### config.mk
export PLATFORM = sky130hd
export DESIGN_NAME = sync_debounce
export DESIGN_NICKNAME = d
export VERILOG_FILES = /design/src/rtl/sync_debounce.sv
export SDC_FILE = /design/constraint.sdc
export NUM_CORES = 1
export LEC_CHECK = 0
export ABC_AREA = 1
export CAP_MARGIN = 40
export CORE_MARGIN = 2
export CORE_UTILIZATION = 38
export CTS_BUF_LIST = sky130_fd_sc_hd__clkbuf_16
export CTS_CLUSTER_DIAMETER = 120
export DETAILED_ROUTE_END_ITERATION = 10
export DONT_BUFFER_PORTS = 1
export PLACE_DENSITY = 0.63
export SLEW_MARGIN = 10
export SYNTH_ARGS = -nofsm -noshare
export SYNTH_HDL_FRONTEND = slang
export SYNTH_SLANG_ARGS = --single-unit
### constraint.sdc
create_clock -name clock -period 1.2 [get_ports clock]
set_input_delay 0.24 -clock clock [delete_from_list [all_inputs] [get_ports clock]]
set_output_delay 0.24 -clock clock [all_outputs]
set_load 0.1 [all_outputs]
### src/rtl/sync_debounce.sv
// sync_debounce: per-channel synchroniser chain, debounce filter and
// registered rise/fall pulse generator for asynchronous board-level inputs.
module sync_debounce #(
  parameter int unsigned WIDTH     = 4,
  parameter int unsigned STAGES    = 2,
  parameter int unsigned DB_CYCLES = 4
) (
  input  logic             clock,
  input  logic             reset_n,
  input  logic [WIDTH-1:0] D,
  input  logic             db_en,
  output logic [WIDTH-1:0] Z,
  output logic [WIDTH-1:0] rise,
  output logic [WIDTH-1:0] fall
);

  localparam int unsigned CW = (DB_CYCLES > 1) ? $clog2(DB_CYCLES + 1) : 1;
  localparam logic [CW-1:0] CNT_LAST = CW'(DB_CYCLES - 1);

  (* ASYNC_REG = "TRUE" *) logic [WIDTH-1:0] s [STAGES];

  logic [WIDTH-1:0] syn;
  logic [CW-1:0]    cnt     [WIDTH];
  logic [CW-1:0]    cnt_nxt [WIDTH];
  logic [WIDTH-1:0] z_nxt;

  assign syn = s[STAGES-1];

  // Synchroniser chain: plain flop-to-flop, no logic between stages.
  always_ff @(posedge clock or negedge reset_n) begin
    if (!reset_n) begin
      for (int unsigned k = 0; k < STAGES; k++) begin
        s[k] <= '0;
      end
    end else begin
      s[0] <= D;
      for (int unsigned k = 1; k < STAGES; k++) begin
        s[k] <= s[k-1];
      end
    end
  end

  // Debounce decision: count consecutive mismatches, accept on the last one.
  always_comb begin
    z_nxt = Z;
    for (int unsigned i = 0; i < WIDTH; i++) begin
      cnt_nxt[i] = '0;
      if (!db_en) begin
        z_nxt[i] = syn[i];
      end else if (syn[i] != Z[i]) begin
        if (cnt[i] == CNT_LAST) begin
          z_nxt[i] = syn[i];
        end else begin
          cnt_nxt[i] = cnt[i] + CW'(1);
        end
      end
    end
  end

  // Level, counter and edge-pulse registers.
  always_ff @(posedge clock or negedge reset_n) begin
    if (!reset_n) begin
      Z    <= '0;
      rise <= '0;
      fall <= '0;
      for (int unsigned i = 0; i < WIDTH; i++) begin
        cnt[i] <= '0;
      end
    end else begin
      Z    <= z_nxt;
      rise <= z_nxt & ~Z;
      fall <= ~z_nxt & Z;
      for (int unsigned i = 0; i < WIDTH; i++) begin
        cnt[i] <= cnt_nxt[i];
      end
    end
  end

endmodule

-- Word level (Yosys, flattened, before mapping)
Index checks and enable logic that the tools add are counted.
- input port bits: 7
- logic and storage cells: 49
- register bits: 32
- output and inout port bits: 12
- eq/ne operators: 8
- add/subtract/negate cells: 4
- bitwise gates (word level): 4
- multiplexer cells: 24
- operators with widths (cell ; number):
    $mux 3 ; 12
    $add 3x1->3 const B ; 4
    $eq 3x2->1 const B ; 4
    $mux 1 ; 12
    $and 4x4->4 ; 2
    $not 4->4 ; 2
    $ne 1x1->1 ; 4

-- Logic depth before layout (Yosys ltp)
- depth after elaboration: 6
- gate-level depth with buffers: 7
- mapped depth without buffers: 7

-- Least setup slack after synthesis
OpenSTA, ideal clock, no wires.
- path type: reg2reg
- from: register Z[3]
- to: register cnt[0] (netlist name)
- path buffers: 0
- path slack: -0.235 ns
- data arrival time: 1.319 ns
- cell stages (with the launch flop): 6
- cell sequence: dfrtp_1 > inv_1 > nand2_1 > nand2_1 > nand2_1 > nor2_1
- RTL lines (element ; line ; source):
    start: declaration ; 12 ; output logic [WIDTH-1:0] Z,
    start signal: assignment ; 70 ; Z <= z_nxt;
    end signal: indexed assignment ; 74 ; cnt[i] <= cnt_nxt[i];
    end: declaration ; 23 ; logic [CW-1:0] cnt [WIDTH];

-- Final worst setup path
- from: register Z[0]
- to: output Z[0]
No word-level cell between the ends.

==> impl_metrics.yaml <==
clock_network:
  cts-root-buf: "clkbuf_16"
  cts_sinks: 32
  path_clk_slew_ns: 0.05
  cts_buffer_depth: 2
  cts_tree: "yes"
  numCtsBuffers: 5
  post_cts_buffers: 0
  clk_latency_ns: 0.27
  htree_levels: 2
cells_and_area:
  final_nets: 156
  syn2layout_area_growth_pct: 37.0
  fillCellCount: 250
  drive_gt1_share_pct: 19.3
  antenna_cells: 0
  fin_util_pct: 54.4
routing:
  vias: 834
  ant_nets: 0
  wl_per_cell_um: 10.4
  firstDrtPassIters: 4
  viasPerCell: 4.41
  drt_drc_violations_left: 0
  totalWireLength_um: 1960
  first_iter_violations: 25
hold_path:
  worstHoldPathCells: 2
  hp-start: "db_en"
  hold_path_class: "in -> reg"
  hold_end: "cnt[2]"
critical_path:
  regToRegSetupSlack_ns: 0.12
  rr_worst_depth: 7
  arrival_ns: 0.94
  critPathLaunchType: "flop"
  crit_slowest_cell: "dfrtp_2"
  path_cells: "buf_4"
  path_buf_inv: 1
  crit_family: "flip-flops"
  endpoint_kind: "primary output"
  path_class: "reg -> out"
  regToRegStartpoint: "cnt[3]"
  crit_path_max_fanout: 3
  critPathMaxStageDelay_ns: 0.37
  r2r-end: "Z[2]"
  crit_required_ns: 0.96
timing:
  setup_tns_ns: 0
  slew_violations: 0
  fin_ws_ns: 0.0224
  max_freq_ghz: 0.849
  finalHoldViolations: 0
  relSlewSlack_pct: 81.5
  post-route-period-util_pct: 98.1
  finClkSkew_ns: 0.00249
  setup_viol: 0
  rsz0062_at_grt: "false"
  tightest_slew_ns: 0.280
  fin_hold_ws_ns: 0.112
  period_needed_ns: 1.18
logic_synthesis:
  async_flop_share_pct: 100
  synth_top_area_share_pct: 66.6
  syn-num-nets: 132
  postSynthAreaPerCell_um2: 9.94
  synth-edff-count: 0
  synth_seq_cells: 32
  yosysUniqueCellTypes: 9
  syn_inst: 121
  synth_area_um2: 1200
  ys.flop_type: "dfrtp_1"
  synth_top_cell_by_area: "dfrtp_1"
  synth.area.top_cells: "dfrtp_1, nand2_1, inv_1"
  yosysWarnings: 0
  ys_seq_area_share_pct: 66.6
  synthTopCellsByCount: "dfrtp_1, nand2_1, inv_1"
grt:
  grt_max_degree: 33
  grt_use_total_pct: 14.5
  antenna_found_initial: 0
  grt_overflow_total: 0
  grt_pass1_wl_um: 3510
  grt_pass1_vias: 810
run:
  maxCapViolCount: 0
placed_design:
  hpwlAfterDp_um: 1370
  place.gp.congestion: 0.668
  portBuffers: 0
  dp_slack_ns: 0.109
pwr:
  total_power_uw: 2740
  powerDensity_nw_per_um2: 1660
  ir_worst_vdd_mv: 0.825
  p_leak_uw: 0.000857
die:
  die_w_um: 60.3
  start_util_pct: 39.7
  die_area_um2: 3630
  die_h_um: 60.3
  fp-row-count: 20
  num_io_pins: 19
  core_um2: 3030
status:
  status: "finished, final reports clean"
[stage by stage]
step | cell area, µm² | cells
final | 1650 | 189
after floorplan | 1210 | 121
after CTS | 1650 | 189
after global placement | 1440 | 176
after global routing | 1650 | 189
after detailed placement | 1440 | 176
[state kept, by name, summed over array words and instances (netlist names)]
register	flops
cnt	12
Z	4
s	4
rise	4
fall	4
syn	4
[layout by cell type, fill, tap and decap left out]
| master | Yosys | routed |
|---|---|---|
| clkinv_2 | 0 | 1 |
| nor2_1 | 16 | 15 |
| dfrtp_1 | 32 | 28 |
| nand3_1 | 8 | 8 |
| buf_12 | 0 | 9 |
| ha_1 | 4 | 4 |
| clkbuf_16 | 0 | 5 |
| nor2_2 | 0 | 1 |
| dlygate4sd3_1 | 0 | 5 |
| dfrtp_2 | 0 | 4 |
| buf_4 | 0 | 4 |
| nand2_2 | 4 | 4 |
| inv_1 | 20 | 21 |
| nand2_1 | 32 | 32 |
| a21oi_1 | 4 | 4 |
[what timing repair did]
action / 4_1_cts / 5_1_grt
gates resized for setup: 0 / 1
hold endpoints to repair: 36 / 0
setup endpoints to repair: 0 / 1
hold buffers: 6 / 0
[area by class of cell]
| cell class | instances | area, µm² | area share, % |
|---|---|---|---|
| inverters | 20 | 75.1 | 4.56 |
| repair buffers | 18 | 260 | 15.8 |
| multi-input cells | 68 | 318 | 19.3 |
| clock buffers | 5 | 125 | 7.59 |
| clock inverters | 2 | 8.76 | 0.532 |
| flip-flops and latches | 32 | 806 | 48.9 |
| well taps | 44 | 55.1 | 3.34 |
[report_power, final]
part | switching, µW | total [µW] | leakage [µW] | internal (µW)
clock network | 401 | 1140 | 0.0000709 | 741
logic | 304 | 427 | 0.000380 | 123
registers | 33.5 | 1170 | 0.000406 | 1140
[cells by family after synthesis]
| logic type | after synthesis | synth area share [%] |
|---|---|---|
| AND/OR/NAND/NOR | 60 | 20.4 |
| flip-flops | 32 | 66.6 |
| buffers and inverters | 21 | 7.18 |
| AO/OA/AOI/OAI | 4 | 1.66 |
| adder cells (fa/ha/maj) | 4 | 4.16 |
[per-layer routing]
| metal | global-route usage [%] | vias to the layer above | wire (µm) |
|---|---|---|---|
| met1 | 14.1 | 400 | 775 |
| li1 | - | 411 | - |
| met5 | 0 | - | 0 |
| met2 | 23.4 | 17 | 1040 |
| met4 | 11.4 | 0 | 68 |
| met3 | 6.49 | 6 | 77 |
[how the worst max path moves through the flow]
stage | startpoint | end | slack (ns) | depth (start not counted)
after floorplan | Z[3] | cnt[0] | 0.06 | 5
after global placement | cnt[0] | Z[3] | 0.18 | 7
after detailed placement | cnt[3] | cnt[4] | 0.11 | 6
after CTS | Z[0] | Z[0] | 0.02 | 1
after global routing | Z[0] | Z[0] | 0.001 | 1
final | Z[0] | Z[0] | 0.02 | 1
(Power assumes the default switching activity.)
